**config.mk**
```make
export PLATFORM = sky130hd
export DESIGN_NAME = ram_port_arbiter
export DESIGN_NICKNAME = d
export VERILOG_FILES = /design/src/rtl/ram_port_arbiter.sv
export SDC_FILE = /design/constraint.sdc
export NUM_CORES = 1
export LEC_CHECK = 0
export BUFFER_PORTS_ARGS = -buffer_cell sky130_fd_sc_hd__buf_2
export CORE_AREA = 2 2 198 200
export DETAILED_ROUTE_END_ITERATION = 8
export DIE_AREA = 0 0 200 202
export SLEW_MARGIN = 20
export SYNTH_ARGS = -nofsm -noshare
export SYNTH_HDL_FRONTEND = slang
export SYNTH_SLANG_ARGS = --single-unit
```
**constraint.sdc**
```tcl
create_clock -name CLK -period 3.15 [get_ports CLK]
set_input_delay 0.4725 -clock CLK [delete_from_list [all_inputs] [get_ports CLK]]
set_output_delay 0.4725 -clock CLK [all_outputs]
set_load 0.1 [all_outputs]
```
**src/rtl/ram_port_arbiter.sv**
```systemverilog
// Round-robin arbiter sharing one word-wide RAM port among NREQ requesters, with optional multi-word lock.
// Build option: define ARB_ERR_RETRY_EN to reissue a word up to MAX_RETRY times after a RAM ERROR.
package ram_port_arbiter_pkg;
    typedef logic [31:0] word_t;
    typedef enum logic [1:0] {FREE, BUSY, ACCESS, ERROR} ramstate_t;
endpackage

module ram_port_arbiter
    import ram_port_arbiter_pkg::*;
#(
    parameter int NREQ      = 4,
    parameter int MAX_LOCK  = 2,
    parameter int MAX_RETRY = 3,
    localparam int IDW      = (NREQ > 1) ? $clog2(NREQ) : 1
) (
    input  logic                    CLK,
    input  logic                    RST,
    input  logic [NREQ-1:0]         req_ren,
    input  logic [NREQ-1:0]         req_wen,
    input  logic [NREQ-1:0]         req_lock,
    input  word_t [NREQ-1:0]        req_addr,
    input  word_t [NREQ-1:0]        req_store,
    output logic [NREQ-1:0]         req_wait,
    output word_t [NREQ-1:0]        req_load,
    output logic [NREQ-1:0]         req_err,
    output logic                    ramREN,
    output logic                    ramWEN,
    output word_t                   ramaddr,
    output word_t                   ramstore,
    input  word_t                   ramload,
    input  ramstate_t               ramstate,
    output logic                    grant_valid,
    output logic [IDW-1:0]          grant_id
);

    localparam int LOCKW = (MAX_LOCK > 1) ? $clog2(MAX_LOCK + 1) : 1;

`ifdef ARB_ERR_RETRY_EN
    localparam int RETW = $clog2(MAX_RETRY + 1);
    typedef enum logic [1:0] {IDLE, XFER, RETRY} state_t;
    logic [RETW-1:0] retry_cnt;
`else
    typedef enum logic [1:0] {IDLE, XFER} state_t;
`endif

    state_t           state;
    logic [IDW-1:0]   rr_ptr;
    logic [LOCKW-1:0] lock_cnt;

    logic [NREQ-1:0]  req;
    logic [IDW-1:0]   winner;
    logic [IDW-1:0]   cand;
    logic [IDW-1:0]   next_ptr;
    logic             found;
    logic             active;
    logic             hit;
    logic             err_final;
    logic             done;
    logic             keep_lock;
    logic             release_grant;

    assign req      = req_ren | req_wen;
    assign next_ptr = IDW'((int'(grant_id) + 1) % NREQ);

    // First requester at or after rr_ptr, wrapping around.
    always_comb begin
        // NOTE: every always_comb output gets a default first so no path leaves it unassigned (no latch).
        winner = rr_ptr;
        cand   = '0;
        found  = 1'b0;
        for (int k = 0; k < NREQ; k++) begin
            cand = IDW'((int'(rr_ptr) + k) % NREQ);
            if (!found && req[cand]) begin
                winner = cand;
                found  = 1'b1;
            end
        end
    end

    // RAM side follows the granted requester combinationally; dropping its request aborts at once.
    always_comb begin
        active    = (state == XFER) && req[grant_id];
        ramWEN    = active && req_wen[grant_id];
        ramREN    = active && req_ren[grant_id] && !req_wen[grant_id];
        ramaddr   = active ? req_addr[grant_id]  : '0;
        ramstore  = active ? req_store[grant_id] : '0;
        hit       = active && (ramstate == ACCESS);
`ifdef ARB_ERR_RETRY_EN
        err_final = active && (ramstate == ERROR) && (retry_cnt == RETW'(MAX_RETRY));
`else
        err_final = active && (ramstate == ERROR);
`endif
        done      = (hit || err_final) && !RST;
        keep_lock = req_lock[grant_id] && (lock_cnt < LOCKW'(MAX_LOCK - 1));
    end

    always_comb begin
        req_wait = '1;
        req_load = '0;
        req_err  = '0;
        if (done) begin
            req_wait[grant_id] = 1'b0;
            req_err[grant_id]  = err_final;
            req_load[grant_id] = (hit && !req_wen[grant_id]) ? ramload : '0;
        end
    end

    // Grant ends on abort, on an unlocked or exhausted-lock completion, or on a final error.
    always_comb begin
        release_grant = 1'b0;
        case (state)
            XFER:    release_grant = !req[grant_id] || (hit && !keep_lock) || err_final;
`ifdef ARB_ERR_RETRY_EN
            RETRY:   release_grant = !req[grant_id];
`endif
            default: release_grant = 1'b0;
        endcase
    end

    always_ff @(posedge CLK) begin
        if (RST) begin
            state       <= IDLE;
            rr_ptr      <= '0;
            grant_id    <= '0;
            grant_valid <= 1'b0;
            lock_cnt    <= '0;
`ifdef ARB_ERR_RETRY_EN
            retry_cnt   <= '0;
`endif
        end else if (release_grant) begin
            // NOTE: registered state uses non-blocking assignment so every flop samples pre-edge values.
            state       <= IDLE;
            grant_valid <= 1'b0;
            rr_ptr      <= next_ptr;
        end else begin
            case (state)
                IDLE: begin
                    if (|req) begin
                        grant_id    <= winner;
                        grant_valid <= 1'b1;
                        lock_cnt    <= '0;
`ifdef ARB_ERR_RETRY_EN
                        retry_cnt   <= '0;
`endif
                        state       <= XFER;
                    end
                end
                XFER: begin
                    if (hit) begin
                        lock_cnt  <= lock_cnt + 1'b1;
`ifdef ARB_ERR_RETRY_EN
                        retry_cnt <= '0;
`endif
                    end
`ifdef ARB_ERR_RETRY_EN
                    else if (active && ramstate == ERROR) begin
                        retry_cnt <= retry_cnt + 1'b1;
                        state     <= RETRY;
                    end
                    else begin
                        state <= XFER;
                    end
                end
                RETRY: begin
                    state <= XFER;
`endif
                end
                default: state <= IDLE;
            endcase
        end
    end

endmodule
```
* Word level (Yosys, flattened, before mapping) *
Cells that the tools add are included.

storage, ports and cells
  output and inout bits = 205
  input port bits = 304
  bits in registers = 9

cells by class
  muxes and demuxes = 42
  equality and inequality tests = 5
  reductions and logical operators = 32
  add/sub/neg operators = 5
  bitwise logic cells = 6
  magnitude comparators = 7

operators by type and width
  cell                 count
  $mux 32              6
  $and 128x128->128    1
  $bmux 32 s2          2
  $mux 128             1
  $demux 32 s2         1
  $bmux 1 s2           8
  $lt 2x3->1 const B   5
  $logic_and 1x1->1    14
  $mux 1               13
  $mux 2               6
  $mux 4               2
  $pmux 2 s2           2
  $logic_not 1->1      7
  $add 2x1->2 const B  3
  $add 2x2->2 const B  2
  $and 4x4->4          1
  $eq 2x2->1 const B   2
  $ne 2x2->1 const B   2
  $not 4->4            1
  $or 4x4->4           1
  $reduce_and 2->1     2
  $reduce_and 4->1     1
  $reduce_or 4->1      1
  $logic_or 1x1->1     3
  9 further kinds      10

* Logic depth before layout (Yosys ltp) *
  word-level depth = 13
  gate-level depth with buffers = 8
  depth with buffers taken out = 6

* Worst setup path after synthesis *
Ideal clock, no wire load.

  path kind = register to output
  start point = register grant_id[0]
  end point = output ramREN
  cell stages (with the launch flop) = 8
  arrival time = 3361 ps
  setup slack = -684 ps
  path buffers = 3
  data required time = 2677 ps
  cell sequence = dfxtp_1 buf_2 inv_2 mux4_2 buf_4 clkbuf_1 nand2_1 nor2_1

on the way
  cells in the longest elaborated chain, start to end = 5
  elaborated cells on any way between the ends = 10
  those cells by class = mux (6); reduce/logical (4)

RTL lines
  element                       RTL line  text
  from (decl)                   33        output logic [IDW-1:0] grant_id
  from (signal assigned)        139       grant_id <= winner;
  $bmux 1 s2                    82        active = (state == XFER) && req[grant_id];
  $mux 1 (implied by the code)  82
  $logic_and 1x1->1             82
  $logic_and 1x1->1             84        ramREN = active && req_ren[grant_id] && !req_wen[grant_id];
  $logic_and 1x1->1 (*)         84
  to (decl)                     26        output logic ramREN,

Mark *: on every way between the ends. The rest lies on a longest branch, timed or not. The select of a mux whose other input is x is not followed.

==> flow_summary.json <==
{
  "synth_area_um2": 3700,
  "gr-total-overflow": 0,
  "post_cts_resized": 0,
  "ys_warn_count": 0,
  "vias_per_cell": 4.08,
  "layout_common_cells": "308 x buf_2, 203 x buf_12, 149 x and3_2",
  "firstDrtPassIters": 4,
  "r2r-start": "grant_id[1]",
  "syn2layout_area_growth_pct": 170,
  "nNetsFinal": 1173,
  "dp.final_hpwl_um": 24700,
  "worst_slew_pin_slew_ns": 0.629,
  "reg2reg_slack_ns": 0.87,
  "final_cell_count_no_fill": 1384,
  "p_per_area_nw_per_um2": 210,
  "fp.dieW_um": 200,
  "drive_gt1_share_pct": 86.6,
  "whs_path_depth": 2,
  "vias": 5650,
  "ys_seq_area_share_pct": 4.33,
  "reg2reg_depth": 5,
  "leakage_nw": 4.61,
  "min_to": "grant_valid",
  "p_total_mw": 2.10,
  "start_util_pct": 9.66,
  "clkSlewWorstSetupHoldPaths_ns": 0.04,
  "std_cell_rows": 72,
  "ir_drop_mv": 0.160,
  "rsz0062_at_grt": "false",
  "hold_viol": 0,
  "coreArea_um2": 38300,
  "grt_pass1_wl_um": 38700,
  "cts.path.max_buffers": 2,
  "dpl_cell_area_um2": 9880,
  "grt_pass1_vias": 5776,
  "worst_slew_margin_rel_pct": 58.1,
  "yosysUniqueCellTypes": 41,
  "wl_per_cell_um": 20.1,
  "worstSetupPathType": "flip-flop to primary output",
  "final_common_cell": "buf_2",
  "r2r_end": "rr_ptr[0]",
  "crit_path_end_kind": "primary output",
  "syn_nets": 712,
  "finalSetupTns_ns": 0,
  "fmax_ghz": 0.344,
  "grt_antenna_before_repair": 11,
  "finClkSkew_ns": 0.00222,
  "dieArea_um2": 40400,
  "gp_congestion": 0.862,
  "design_area_um2": 9970,
  "cp_max_fo": 128,
  "grt_max_degree": 129,
  "cp.required_ns": 2.68,
  "cts_num_sinks": 8,
  "synth_cells": 403,
  "cts_setup_buffers": 0,
  "fin_util_pct": 26.0,
  "drc": 0,
  "hp-class": "flip-flop to flip-flop",
  "worstSetupStartpointType": "flip-flop",
  "maxCapViolations": 0,
  "cts_tree": "built",
  "worst_ep_arrival_time_ns": 2.44,
  "root_buffer": "clkbuf_16",
  "period_needed_ns": 2.91,
  "syn_avg_cell_area_um2": 9.18,
  "worstHoldStart": "grant_valid",
  "fin_crit_sh_pct": 92.4,
  "fp.dieH_um": 202,
  "routed_wl_um": 27800,
  "status": "complete, no violations",
  "cts_max_level": 1,
  "finalSetupViolations": 0,
  "ios": 509,
  "io_buffers": 508,
  "drv_slew": 0,
  "ctsHoldBuffers": 0,
  "synth-seq-cells": 8,
  "cts_inserted_buffers": 3,
  "drt_iter0_drc": 239,
  "clk_latency_ns": 0.24,
  "place_inst": 1377,
  "ant_nets": 0,
  "grt.total_usage_pct": 13.1
}
worst max-delay path, stage by stage (launching register included):
cell,delay (ns)
dfxtp_4,0.39
buf_12,0.30
mux4_2,0.34
nor4b_4,0.26
buf_12,0.33
and3_2,0.29
buf_12,0.17
synthesized netlist by cell type:
master,instances,area [um^2]
and4b_4,3,41.3
nor2b_1,1,6.26
nand4_1,1,6.26
o31ai_1,2,15.0
o22ai_2,1,12.5
and3_1,197,1230
nor2_1,6,22.5
dfxtp_1,8,160
nand2b_1,2,12.5
ha_1,5,62.6
o22ai_1,2,12.5
buf_2,27,135
a21o_1,1,7.51
a311o_1,1,10.0
o311ai_0,1,8.76
or3b_1,1,8.76
inv_2,5,18.8
nor3_1,4,20.0
a21oi_1,3,15.0
nor4b_2,1,15.0
mux2_1,1,11.3
nand3_1,1,5.00
a31oi_1,1,6.26
and2_1,1,6.26
nand3b_1,2,15.0
and4b_1,1,10.0
buf_4,1,7.51
nor4_1,2,12.5
o2bb2ai_1,1,8.76
o21ai_0,1,5.00
inv_1,5,18.8
a221o_1,1,10.0
nand2_1,3,11.3
clkbuf_1,25,93.8
buf_6,6,67.6
mux2i_1,4,40.0
mux4_2,66,1490
or2_1,4,25.0
o21bai_1,2,15.0
or3_1,2,12.5
or4_1,1,7.51
flip-flops by register name, summed over array words and instances (netlist names):
signal and cells:
grant_valid 1, state 1, grant_id 2, lock_cnt 2, rr_ptr 2
layer usage:
layer,share of wire [%],up-vias,routed length [um],global-route usage (%)
met3,9.3,33,2590,2.87
met2,52,382,14500,24.4
met4,2.0,6,556,3.36
met5,0.16,-,44,0
met1,36,2701,10100,14.8
li1,-,2528,-,-
final cells by class:
class | count | area, um^2
fillers | 4009 | 28300
diodes | 3 | 7.51
inverters | 10 | 37.5
clock buffers | 4 | 78.8
repair buffers | 515 | 5640
flip-flops and latches | 8 | 169
multi-input cells | 326 | 3390
well taps | 518 | 648
cells by family after synthesis:
| group | synth area share, % |
|---|---|
| simple gates | 39.7 |
| mux | 41.6 |
| buf+inv | 9.24 |
| compound gates | 3.42 |
| flops | 4.33 |
| fa+ha+maj | 1.69 |
through the flow:
stage / hold WS [ns] / worst slack [ns]
after floorplan: 0.499 / 0.0464
after global placement: 0.486 / 0.359
after detailed placement: 0.486 / 0.344
after CTS: 0.491 / 0.178
after global routing: 0.544 / 0.0726
final: 0.489 / 0.241
report_power, final:
part / leakage, nW / total (mW) / switching (mW) / internal, mW
clock network: 0.0382 / 0.224 / 0.0546 / 0.169
logic: 4.51 / 1.76 / 1.06 / 0.692
registers: 0.0672 / 0.119 / 0.00969 / 0.110
total: 4.61 / 2.10 / 1.13 / 0.971
worst max-delay path by stage:
stage | endpoint | startpoint | depth (start not counted) | slack, ns
after detailed placement | req_load[91] | req_wen[3] | 6 | 0.34
after floorplan | ramaddr[24] | grant_id[1] | 5 | 0.05
after global routing | req_load[3] | grant_id[1] | 6 | 0.07
final | req_load[97] | grant_id[1] | 6 | 0.24
after CTS | ramWEN | grant_id[1] | 5 | 0.18
after global placement | req_load[91] | req_wen[3] | 6 | 0.36
(Power assumes the default switching activity.)
